`src/rtl/fpga_result_fifo.sv`:
```
// rtl/fpga_result_fifo.sv - result FIFO packed into a 32-bit status/data word for HPS polling
// Optional READ_EDGE_EN: pop only on the rising edge of read instead of every read-high cycle.
module fpga_result_fifo #(
   parameter int DATA_W  = 24,
   parameter int DEPTH   = 16,
   parameter int LEVEL_W = 6
) (
   input  logic              clock,
   input  logic              reset,
   input  logic [DATA_W-1:0] in_data,
   input  logic              in_valid,
   output logic              in_ready,
   input  logic              read,
   input  logic              clr_ovf,
   output logic [31:0]       Q_export
);

   localparam int PTR_W = (DEPTH > 1) ? $clog2(DEPTH) : 1;

   logic [DATA_W-1:0]  mem_q [DEPTH];
   logic [PTR_W-1:0]   wr_ptr_q, wr_ptr_d;
   logic [PTR_W-1:0]   rd_ptr_q, rd_ptr_d;
   logic [LEVEL_W-1:0] level_q, level_d;
   logic               ovf_q, ovf_d;
   logic               read_ev;
   logic               push;
   logic               pop;
   logic               not_empty;
   logic [23:0]        head_data;

`ifdef READ_EDGE_EN
   logic read_dly_q, read_dly_d;

   assign read_dly_d = read;
   assign read_ev    = read && !read_dly_q;

   always_ff @(posedge clock) begin
      if (reset) begin
         read_dly_q <= 1'b0;
      end else begin
         read_dly_q <= read_dly_d;
      end
   end
`else
   assign read_ev = read;
`endif

   assign not_empty = (level_q != '0);
   assign in_ready  = (level_q != LEVEL_W'(DEPTH));
   assign push      = in_valid && in_ready;
   // A read on an empty FIFO is ignored, even if a word is pushed that same cycle.
   assign pop       = read_ev && not_empty;

   always_comb begin
      wr_ptr_d = wr_ptr_q;
      rd_ptr_d = rd_ptr_q;
      level_d  = level_q;
      ovf_d    = ovf_q;
      if (push) wr_ptr_d = wr_ptr_q + 1'b1;
      if (pop)  rd_ptr_d = rd_ptr_q + 1'b1;
      if (push && !pop) begin
         level_d = level_q + 1'b1;
      end else if (pop && !push) begin
         level_d = level_q - 1'b1;
      end
      // A new drop beats a same-cycle clear.
      if (in_valid && !in_ready) begin
         ovf_d = 1'b1;
      end else if (clr_ovf) begin
         ovf_d = 1'b0;
      end
   end

   always_ff @(posedge clock) begin
      if (reset) begin
         wr_ptr_q <= '0;
         rd_ptr_q <= '0;
         level_q  <= '0;
         ovf_q    <= 1'b0;
      end else begin
         wr_ptr_q <= wr_ptr_d;
         rd_ptr_q <= rd_ptr_d;
         level_q  <= level_d;
         ovf_q    <= ovf_d;
      end
   end

   always_ff @(posedge clock) begin
      if (push) mem_q[wr_ptr_q] <= in_data;
   end

   // Stale memory is masked so an empty FIFO always reads back as zero data.
   assign head_data = not_empty ? 24'(mem_q[rd_ptr_q]) : 24'd0;
   assign Q_export  = {not_empty, ovf_q, level_q, head_data};

endmodule
```
`config.mk`:
```
export PLATFORM = sky130hd
export DESIGN_NAME = fpga_result_fifo
export DESIGN_NICKNAME = d
export VERILOG_FILES = /design/src/rtl/fpga_result_fifo.sv
export SDC_FILE = /design/constraint.sdc
export NUM_CORES = 1
export LEC_CHECK = 0
export CORE_MARGIN = 2
export CORE_UTILIZATION = 40
export CTS_CLUSTER_SIZE = 20
export DETAILED_ROUTE_END_ITERATION = 16
export GPL_ROUTABILITY_DRIVEN = 0
export GPL_TIMING_DRIVEN = 0
export PLACE_DENSITY = 0.58
export REMOVE_ABC_BUFFERS = 1
export SLEW_MARGIN = 20
export SYNTH_ARGS = -nofsm -noshare
export SYNTH_HDL_FRONTEND = slang
export SYNTH_SLANG_ARGS = --single-unit
```
`constraint.sdc`:
```
create_clock -name clock -period 4 [get_ports clock]
set_input_delay 0.6 -clock clock [delete_from_list [all_inputs] [get_ports clock]]
set_output_delay 0.6 -clock clock [all_outputs]
set_load 0.05 [all_outputs]
```
---- Word-level counts from Yosys, hierarchy flattened ----
Memory sizes are Yosys's and may differ from the RTL's. A register that Yosys moved wholly into a read port is not among the register bits.
Index checks and enable logic that the tools add are counted.
operators by class
  $add $sub $neg .......................... 4
  muxes and demuxes ....................... 9
  reductions and logical operators ........ 11
  equal/unequal tests ..................... 1
operators with widths
  operator             number
  $mux 24              1
  $mux 6               2
  $add 4x1->4 const B  2
  $mux 4               2
  $add 6x1->6 const B  1
  $ne 6x5->1 const B   1
  $reduce_bool 6->1    1
  $sub 6x1->6 const B  1
  $logic_and 1x1->1    5
  $mux 1               4
  $reduce_bool 2->1    2
  $logic_not 1->1      3
word-level totals
  bits in writable memories ............... 384
  output and inout bits ................... 33
  memories ................................ 1
  input bits .............................. 29
  logic and storage cells ................. 30
  register bits after elaboration ......... 15
memories
  memory  words  width  read ports  clocked after Yosys merged registers in  wr ports  line  text
  mem_q   16     24     1           1                                        1         20    logic [DATA_W-1:0] mem_q [DEPTH];

---- Longest topological paths before layout ----
  depth after elaboration ................. 6
  depth in mapped cells ................... 11
  depth with buffers taken out ............ 9

---- Worst setup path after synthesis ----
No wires, ideal clock.
  kind .................................... reg-to-reg
  start ................................... register level_q[0]
  end ..................................... memory mem_q[0][0] (enable)
  data arrival time ....................... 3.221 ns
  cell stages (with the launch flop) ...... 7
  clock period less this slack ............ 3.656 ns
  slack ................................... 0.344 ns
  required time ........................... 3.565 ns
  buffers on the path ..................... 2
  library setup time ...................... 0.435 ns
  path through ............................ dfxtp_1 -> or4_4 -> buf_6 -> o31a_1 -> clkbuf_1 -> nand2_1 -> nor3_1
between the ends
  word-level cells in the longest chain between the ends .. 4
ends and longest elaborated chain
  item                          line  text
  from (decl)                   23    logic [LEVEL_W-1:0] level_q, level_d;
  from (signal assigned)        83    level_q <= level_d;
  $ne 6x5->1                    49    assign in_ready = (level_q != LEVEL_W'(DEPTH));
  $logic_and 1x1->1             50    assign push = in_valid && in_ready;
  net push                      26    logic push;
  $mux 1                        89    if (push) mem_q[wr_ptr_q] <= in_data;
  $mux 1 (not written as such)  89
  to (decl)                     20
The timed path passes the listed nets, and every way through them passes these cells.

---- Final worst setup path ----
  start ................................... register level_q[0]
  end ..................................... output port Q_export[1]
between the ends
  word-level cells in the longest chain between the ends .. 2
ends and longest elaborated chain
  item               line  text
  $reduce_bool 6->1  48    assign not_empty = (level_q != '0);
  $mux 24            93    assign head_data = not_empty ? 24'(mem_q[rd_ptr_q]) : 24'd0;
  to (decl)          15    output logic [31:0] Q_export
No other way between the ends.

==> impl_metrics.tcl <==
set metrics [dict create \
    design_area_mm2 0.0189 \
    worstMarginPinSlew_ps 823 \
    initial_utilization 0.407 \
    finalHoldViolations 0 \
    die_h_um 203 \
    cts_hold_buf 0 \
    clk_pin_slew_ps 60 \
    antenna_cells 0 \
    min_period_ps 3880 \
    h-tree-depth 2 \
    die-area_mm2 0.0411 \
    boundaryPins 62 \
    setup_ws_ps 119 \
    synthTopCellsByCount "edfxtp_1 (384), mux4_2 (96), mux2i_1 (50)" \
    whs_path_depth 2 \
    synthTopCellsByArea "edfxtp_1 (73%), mux4_2 (14%), mux2i_1 (3.2%), dfxtp_1 (2.4%), o22ai_2 (1.6%)" \
    synth.top_cell.area_share 0.730 \
    area_growth_syn_to_layout_pct 19.5 \
    io_buffers 61 \
    ys_ff_latch 403 \
    r2r_start "level_q[0]$_SDFFE_PP0P_" \
    placed_cells 1292 \
    cts_sinks 403 \
    postSynthCellCount 717 \
    grt_max_degree 47 \
    p_per_area_mw_per_mm2 638 \
    synthFlopType "edfxtp_1" \
    vias 7377 \
    core_area_mm2 0.0388 \
    synthArstFlopShare 0 \
    drt_iter0_markers 500 \
    fin_skew_ps 19.1 \
    grt_pass1_wl_um 50100 \
    reg2reg_to "level_q[5]$_SDFFE_PP0P_" \
    nFillCells 3063 \
    clockBufferDepth 3 \
    outcome "complete, no violations" \
    fin_crit_sh 0.970 \
    first_global_vias 7882 \
    critPathLaunch "level_q[0]$_SDFFE_PP0P_" \
    synth_area_per_cell_um2 22.0 \
    drive_above_1_share 0.279 \
    worstPathArrival_ps 3280 \
    numCtsBuffers 42 \
    ys_types 48 \
    placementRows 72 \
    vias_per_cell 5.39 \
    crit_family "simple AND/OR/NAND/NOR gates" \
    synth.yosys.seq_area_share 0.754 \
    crit_path_top_delay_cell "clkdlybuf4s50_1" \
    grt_use_total 0.169 \
    crit_path_start_kind "flip-flop" \
    clk_latency_ps 520 \
    power_mw 12.0 \
    crit_required_ps 3400 \
    dr.pass1.iters 5 \
    fp.dieW_um 203 \
    crit_chain "or4_4, or3_4, nand2_8, o22ai_1, clkdlybuf4s50_1" \
    crit_fanout 24 \
    drt-total-wl_um 34000 \
    dpl_worst_slack_ps 458 \
    critPathCaptureType "output pin" \
    rsz0062_at_grt "false" \
    setup_viol 0 \
    path_buf_inv 1 \
    slew_headroom 0.451 \
    synth_edf_count 384 \
    ir_worst_vdd_uv 401 \
    r2r_slack_ps 880 \
    cts_tree "built" \
    placed_cell_area_mm2 0.0176 \
    cellLeakagePower_nw 5.79 \
    synth_top_cell_by_area "edfxtp_1" \
    synth.most_common_cell "edfxtp_1" \
    cap_violations 0 \
    worst-r2r-cell-count 9 \
    nNetsFinal 860 \
    syn_area_mm2 0.0158 \
    stdcell_count 1368 \
    min_path_type "reg -> reg" \
    crit_type "reg -> out" \
    routedWlPerCell_um 24.9 \
    slowest_delay_ps 740 \
    post-dp-hpwl_um 21700 \
    drc_errors 0 \
    grt_antenna_before_repair 0 \
    fmax_ghz 0.258 \
    final_max_slew_viol_count 0 \
    drtAntennaViolNets 0 \
    cts-root-buf "clkbuf_16" \
    grt-ovfl-total 0 \
    hp-start "ovf_q$_SDFFE_PP0P_" \
    yosys_warnings 0 \
    min_to "ovf_q$_SDFFE_PP0P_" \
]
[cells by family after synthesis]
| family | synth area share |
|---|---|
| AOI/OAI and AO/OA | 0.0281 |
| xor gates and xnor gates | 0.00444 |
| adders and majority gates | 0.00919 |
| buffers and inverters | 0.0172 |
| DFF | 0.754 |
| muxes | 0.169 |
| and+or+nand+nor | 0.0176 |
[through the flow]
step                      TNS (ps)  hold slack [ps]  utilization
after floorplan             -44510              452            -
after global placement     -419020              468        0.433
after detailed placement         0              496        0.452
after CTS                        0              505        0.486
after global routing             0              548        0.486
final                            0              501        0.486
[layout make-up]
type	instances	area, um^2	area share
Timing Repair Buffer	100	1270	0.0673
Tap cell	518	648	0.0343
Sequential cell	403	11900	0.632
Multi-Input combinational cell	267	3740	0.198
Inverter	6	22.5	0.00119
Clock inverter	20	153	0.00809
Clock buffer	54	1120	0.0592
[layout by cell type (no fill, tap or decap), drive strengths merged, types with 2 or more instances in the layout]
master	synthesis	routed
clkinvlp	0	2
a21oi	6	6
nand2b	3	4
bufinv	0	2
inv	6	7
o22ai	24	24
nor3	4	4
mux4	96	96
edfxtp	384	384
mux2i	50	50
a211o	2	2
or3	3	3
clkdlybuf4s50	0	59
buf	23	39
nand3	2	2
o31ai	2	2
xor2	7	7
nand2	11	11
ha	10	10
dlymetal6s2s	0	2
clkinv	0	15
dfxtp	19	19
a21o	2	2
clkbuf	19	54
o311ai	3	3
nor2	24	24
or4	2	2
nor2b	2	2
[worst register-to-register path, stage by stage (launching register included)]
cell and delay, ps:
dfxtp_1 380, or4_4 580, o31a_1 360, ha_1 280
inv_1 170, ha_1 290, a211o_1 350, a21oi_1 130
nand4b_1 140, mux2_2 330
[power breakdown]
group / switching, mW / internal (mW) / total [mW]
clock: 1.49 / 2.10 / 3.59
sequential: 0.150 / 4.78 / 4.93
combinational: 2.00 / 1.53 / 3.53
[state kept, by name, summed over array words and instances (netlist names), named ones only]
signal    count
mem_q       384
level_q       6
rd_ptr_q      4
wr_ptr_q      4
ovf_q         1
[what timing repair did]
action,in CTS,in global routing
buffers inserted,1,0
endpoints found under the hold margin,0,0
endpoints found under the setup margin,19,2
gates resized for setup,2,2
cloned,1,0
pin swaps,0,0
[worst max-delay path by stage]
| stage | to | slack, ps | cells after the start |
|---|---|---|---|
| after global routing | Q_export[23] | 10 | 6 |
| final | Q_export[1] | 120 | 5 |
| after detailed placement | Q_export[16] | 460 | 6 |
| after floorplan | Q_export[22] | -2090 | 3 |
| after global placement | Q_export[23] | -4040 | 4 |
| after CTS | Q_export[1] | 80 | 5 |
[per-layer routing]
layer  up-vias  global-route usage  share of wire
met4         0              0.0404          0.017
li1       3209                   -              -
met5         -                   0              0
met2       203               0.297           0.52
met1      3916               0.221           0.42
met3        49              0.0246          0.045
(Power assumes the default switching activity.)
